File: config.mk
export PLATFORM = sky130hd
export DESIGN_NAME = m_cp0
export DESIGN_NICKNAME = d
export VERILOG_FILES = /design/src/rtl/m_cp0.sv
export SDC_FILE = /design/constraint.sdc
export NUM_CORES = 1
export LEC_CHECK = 0
export BUFFER_PORTS_ARGS = -buffer_cell sky130_fd_sc_hd__buf_2
export CAP_MARGIN = 40
export CORE_MARGIN = 2
export CORE_UTILIZATION = 35
export CTS_BUF_LIST = sky130_fd_sc_hd__clkbuf_8
export DETAILED_ROUTE_END_ITERATION = 8
export PLACE_DENSITY = 0.67
export SLEW_MARGIN = 20
export SYNTH_ARGS = -nofsm -noshare
export SYNTH_HDL_FRONTEND = slang
export SYNTH_SLANG_ARGS = --single-unit
File: constraint.sdc
create_clock -name clk -period 3.7 [get_ports clk]
set_clock_uncertainty 0.15 [all_clocks]
set_input_delay 0.555 -clock clk [delete_from_list [all_inputs] [get_ports clk]]
set_output_delay 0.555 -clock clk [all_outputs]
set_load 0.005 [all_outputs]
File: src/rtl/m_cp0.sv
// m_cp0: coprocessor-0 exception/interrupt responder at the M stage.
// Holds SR, Cause and EPC, raises Req to flush the pipeline and redirect
// fetch to EXC_VECTOR, and serves mtc0/mfc0/eret issued from M.
// Optional feature: define CP0_PRID_EN to make register 15 read PRID_VAL.
module m_cp0 #(
    parameter logic [31:0] EXC_VECTOR = 32'h0000_4180,
    parameter logic [31:0] PRID_VAL   = 32'h2023_0007
) (
    input  logic        clk,
    input  logic        reset,
    input  logic        WE,
    input  logic [4:0]  cp0_addr,
    input  logic [31:0] cp0_wdata,
    output logic [31:0] cp0_rdata,
    input  logic [31:0] PC_in,
    input  logic        BD_in,
    input  logic [4:0]  ExcCode_in,
    input  logic [5:0]  HWInt,
    input  logic        EXL_clr,
    output logic        Req,
    output logic [31:0] EPC_out,
    output logic [31:0] vector_out
);

    localparam int unsigned DW  = 32;
    localparam int unsigned IMW = 6;
    localparam int unsigned ECW = 5;

    localparam logic [4:0] ADDR_SR    = 5'd12;
    localparam logic [4:0] ADDR_CAUSE = 5'd13;
    localparam logic [4:0] ADDR_EPC   = 5'd14;
    localparam logic [4:0] ADDR_PRID  = 5'd15;

    // SR fields
    logic [IMW-1:0] im_q,  im_d;
    logic           exl_q, exl_d;
    logic           ie_q,  ie_d;
    // Cause fields
    logic           bd_q,  bd_d;
    logic [IMW-1:0] ip_q,  ip_d;
    logic [ECW-1:0] exc_q, exc_d;
    // EPC
    logic [DW-1:0]  epc_q, epc_d;

    logic           int_req;
    logic           exc_req;
    logic [DW-1:0]  sr_val;
    logic [DW-1:0]  cause_val;

    assign int_req    = ie_q & ~exl_q & (|(HWInt & im_q));
    assign exc_req    = ~exl_q & (ExcCode_in != ECW'(0));
    assign Req        = reset & (int_req | exc_req);
    assign EPC_out    = epc_q;
    assign vector_out = EXC_VECTOR;

    assign sr_val    = {16'h0000, im_q, 8'h00, exl_q, ie_q};
    assign cause_val = {bd_q, 15'h0000, ip_q, 3'b000, exc_q, 2'b00};

    // Next-state: Req beats eret, eret beats the EXL bit of an mtc0 to SR
    always_comb begin
        im_d  = im_q;
        exl_d = exl_q;
        ie_d  = ie_q;
        bd_d  = bd_q;
        exc_d = exc_q;
        epc_d = epc_q;
        ip_d  = HWInt;

        if (Req) begin
            exl_d = 1'b1;
            bd_d  = BD_in;
            exc_d = int_req ? ECW'(0) : ExcCode_in;
            epc_d = BD_in ? (PC_in - DW'(4)) : PC_in;
        end else begin
            if (WE) begin
                case (cp0_addr)
                    ADDR_SR: begin
                        im_d  = cp0_wdata[15:10];
                        exl_d = cp0_wdata[1];
                        ie_d  = cp0_wdata[0];
                    end
                    ADDR_EPC: epc_d = cp0_wdata;
                    default: ;
                endcase
            end
            if (EXL_clr) begin
                exl_d = 1'b0;
            end
        end
    end

    // State registers with synchronous active-low reset
    always_ff @(posedge clk) begin
        if (!reset) begin
            im_q  <= '0;
            exl_q <= 1'b0;
            ie_q  <= 1'b0;
            bd_q  <= 1'b0;
            ip_q  <= '0;
            exc_q <= '0;
            epc_q <= '0;
        end else begin
            im_q  <= im_d;
            exl_q <= exl_d;
            ie_q  <= ie_d;
            bd_q  <= bd_d;
            ip_q  <= ip_d;
            exc_q <= exc_d;
            epc_q <= epc_d;
        end
    end

`ifdef CP0_PRID_EN
    localparam logic [DW-1:0] PRID_RD = PRID_VAL;
`else
    localparam logic [DW-1:0] PRID_RD = '0;
    logic unused_prid;
    assign unused_prid = ^PRID_VAL;
`endif

    // mfc0 read mux; returns pre-edge register contents
    always_comb begin
        cp0_rdata = '0;
        case (cp0_addr)
            ADDR_SR:    cp0_rdata = sr_val;
            ADDR_CAUSE: cp0_rdata = cause_val;
            ADDR_EPC:   cp0_rdata = epc_q;
            ADDR_PRID:  cp0_rdata = PRID_RD;
            default:    cp0_rdata = '0;
        endcase
    end

endmodule

==> flow_summary.rst <==
.. list-table::
   :header-rows: 1

   * - Metric
     - Value
   * - Status
     - finished clean
   * - CTS tree
     - built
   * - CP Cell Sequence
     - buf_2, nand4bb_1, nor2_1, a22o_1, buf_2
   * - Number of cells produced by synthesis
     - 451
   * - Floorplan die width
     - 104 µm
   * - CP max-delay cell
     - nor2_1
   * - HPWL after detailed placement
     - 8020 µm
   * - Synthesized cell area
     - 3500 µm²
   * - Placeable core area
     - 9730 µm²
   * - Overall power
     - 1.31 mW
   * - Maximum vdd drop
     - 246 µV
   * - Yosys warnings
     - 0
   * - Clock slew at the register clock pins of the worst setup and hold paths
     - 0.10 ns
   * - Category of the critical setup timing path
     - primary input to output port
   * - Vias after detailed routing
     - 3,608
   * - Port Buffer Count
     - 149
   * - Routed wire length per instance
     - 15.0 µm
   * - Static leakage power
     - 2.27 nW
   * - Area share of the largest cell type after synthesis
     - 0.298
   * - Buffer count from post-CTS setup fixing
     - 0
   * - Die ar.
     - 10,800 µm²
   * - Share of layout cells above drive strength 1
     - 0.299
   * - Worst setup slack after layout
     - 1.10 ns
   * - Power per Cell Area
     - 304 nW/µm²
   * - Setup slack at placement
     - 0.930 ns
   * - Number of top-level pins
     - 182
   * - Most frequent cells after synthesis
     - 71 x nand3_1, 68 x nand2_1, 52 x dfxtp_1
   * - Setup repair after global routing missed its margin
     - false
   * - Bufs on Longest Clock Path
     - 2
   * - Crit path capture type
     - output port
   * - CP peak stage delay
     - 0.54 ns
   * - Remaining number of nets flagged by the antenna check after routing
     - 0
   * - Number of enable-type register cells in the synthesized netlist
     - 0
   * - Post-layout net count
     - 666
   * - Class of the most critical hold timing path
     - primary input to flip-flop
   * - Actual transition at the worst max-transition pin
     - 0.730 ns
   * - Sequential cell area fraction in the yosys report
     - 0.298
   * - Weighted congestion at the end of routability-driven global placement
     - 0.761
   * - Number of filler cells placed in the layout
     - 1,018
   * - Most Frequent Cell on Critical Path
     - buf_2
   * - Floorplan row count
     - 36
   * - Area of the multi-input gates
     - 2190 µm²
   * - Worst setup SP type
     - primary input
   * - Proportion of synthesized flip-flops having asynchronous set or reset
     - 0
   * - Via count of the first global-routing pass
     - 3,333
   * - Drt via density
     - 5.05
   * - Gr ovfl total
     - 0
   * - Hold-fix buffers, CTS
     - 0
   * - Overall routing resource usage
     - 0.187
   * - CTS Buf Count
     - 5
   * - Pin count of the biggest net entering global routing
     - 67
   * - Max-capacitance violation count
     - 0
   * - Post-Route Setup TNS
     - 0 ns
   * - Final cycle utilization of the critical path
     - 0.702
   * - Count of H-tree levels built during CTS
     - 2
   * - Max Fanout on Critical Path
     - 8
   * - Initial cell density of the core
     - 0.359
   * - Number of unique standard cell types used by synthesis
     - 42
   * - Area Growth Syn to Fin
     - 23.5%
   * - PostCTS Resize Cnt
     - 0
   * - Sinks on the clock net
     - 52
   * - Die H
     - 104 µm
   * - Crit path DAT
     - 1.89 ns
   * - Root cell of the clock tree
     - clkbuf_8
   * - Antenna Diode Count
     - 0
   * - First-pass GRT wire length
     - 16,800 µm
   * - Leading cell types by total area after synthesis
     - dfxtp_1 30%, nand3_1 10%, o211a_1 7.7%, nand2_1 7.3%, buf_4 7.1%
   * - Slew Limit Headroom
     - 0.514
   * - Initial antenna violation count
     - 0
   * - Drt initial violations
     - 150
   * - Most frequent cell after synthesis
     - nand3_1
   * - Fmax
     - 385 MHz
   * - Area taken by flip-flops and latches
     - 1040 µm²
   * - Detailed Routing Iterations Pass 1
     - 4
   * - Setup violators final
     - 0
   * - Mapped Avg Cell Area
     - 7.75 µm²
   * - Fin. max-slew vios
     - 0
   * - Cell taking the most area after synthesis
     - dfxtp_1
   * - Clock insertion delay at the later pin of the skew report
     - 0.30 ns
   * - Final critical delay including setup and external delays
     - 2.60 ns
   * - Final routed wirelength across all metal layers
     - 10,700 µm
   * - Required time at the worst-slack endpoint
     - 2.99 ns
   * - Dominant synthesized flop cell
     - dfxtp_1
   * - Final Hold Violating Endpoints
     - 0
   * - FF+latch count, synth
     - 52
   * - Remaining routing DRC violations
     - 0
-- through the flow --
| stage | std cells | util | hold WS (ns) | area (µm²) |
|---|---|---|---|---|
| after floorplan | 481 | - | 0.284 | 3610 |
| after global placement | 706 | 0.433 | 0.292 | 4210 |
| after detailed placement | 706 | 0.433 | 0.299 | 4210 |
| after CTS | 714 | 0.444 | 0.304 | 4320 |
| after global routing | 714 | 0.444 | 0.313 | 4320 |
| final | 714 | 0.444 | 0.314 | 4320 |
-- registers in the layout (all words and copies together), names as in the netlist --
name and cells:
exc_q 5, ie_q 1, EPC_out 32, ip_q 6
exl_q 1, bd_q 1, im_q 6
-- metal layers --
metal,part of all wire,GRT usage
met5,0,0
met2,0.48,0.327
met3,0.061,0.0357
met1,0.45,0.242
met4,0.0037,0.0280
-- area by class of cell --
class	count	share of cell area
Clock buffer	5	0.0159
Clock inverter	3	0.00898
Inverter	5	0.00435
Multi-Input combinational cell	361	0.508
Sequential cell	52	0.241
Tap cell	133	0.0385
Timing Repair Buffer	155	0.183
-- layout by cell type, fill, tap and decap left out, drive strengths merged, types with 2 or more instances in the layout --
cell / count
nand2: 68
or2: 5
buf: 155
o21ai: 9
conb: 32
and3: 8
o31ai: 2
nor4: 12
clkbuf: 5
nand2b: 2
xnor2: 9
a22o: 11
nand4: 5
nor3b: 3
dfxtp: 52
nor3: 8
o211a: 27
nor2: 10
xor2: 19
o21a: 2
or4: 2
or3: 7
inv: 6
mux2i: 14
and2: 26
nand3: 71
a21boi: 3
-- report_power, final --
group          leakage (nW)  internal [mW]  switching [mW]
registers             0.429          0.604          0.0307
clock network        0.0593          0.199           0.191
logic                  1.79          0.130           0.158
total                  2.27          0.933           0.380
-- worst max-delay path, delay by kind of cell --
kind	cells	cell delay, ns
and+or+nand+nor	2	0.90
AOI/OAI and AO/OA	1	0.22
buffers and inverters	2	0.21
-- logic make-up (layout without fill, tap and decap cells) --
family          count (synthesis)  count (layout)  share of synthesized area
compound gates                 55              55                      0.135
xor+xnor                       28              28                     0.0701
fa+ha+maj                       1               1                    0.00358
buf+inv                        68             168                      0.111
flops                          52              52                      0.298
mux                            14              14                     0.0401
other cells                     2              32                    0.00215
simple gates                  231             231                      0.341
-- path summary, 6_finish.rpt --
| check | startpoint | endpoint | slack, ns | depth (start not counted) |
|---|---|---|---|---|
| worst max-delay path | cp0_addr[4] | cp0_rdata[4] | 1.10 | 5 |
| worst min-delay path | HWInt[0] | ip_q[0] | 0.31 | 2 |
| worst max register to register | im_q[0] | EPC_out[4] | 1.46 | 6 |
| worst min register to register | bd_q | bd_q | 0.32 | 2 |
No activity file was read; power rests on OpenSTA's default activity.
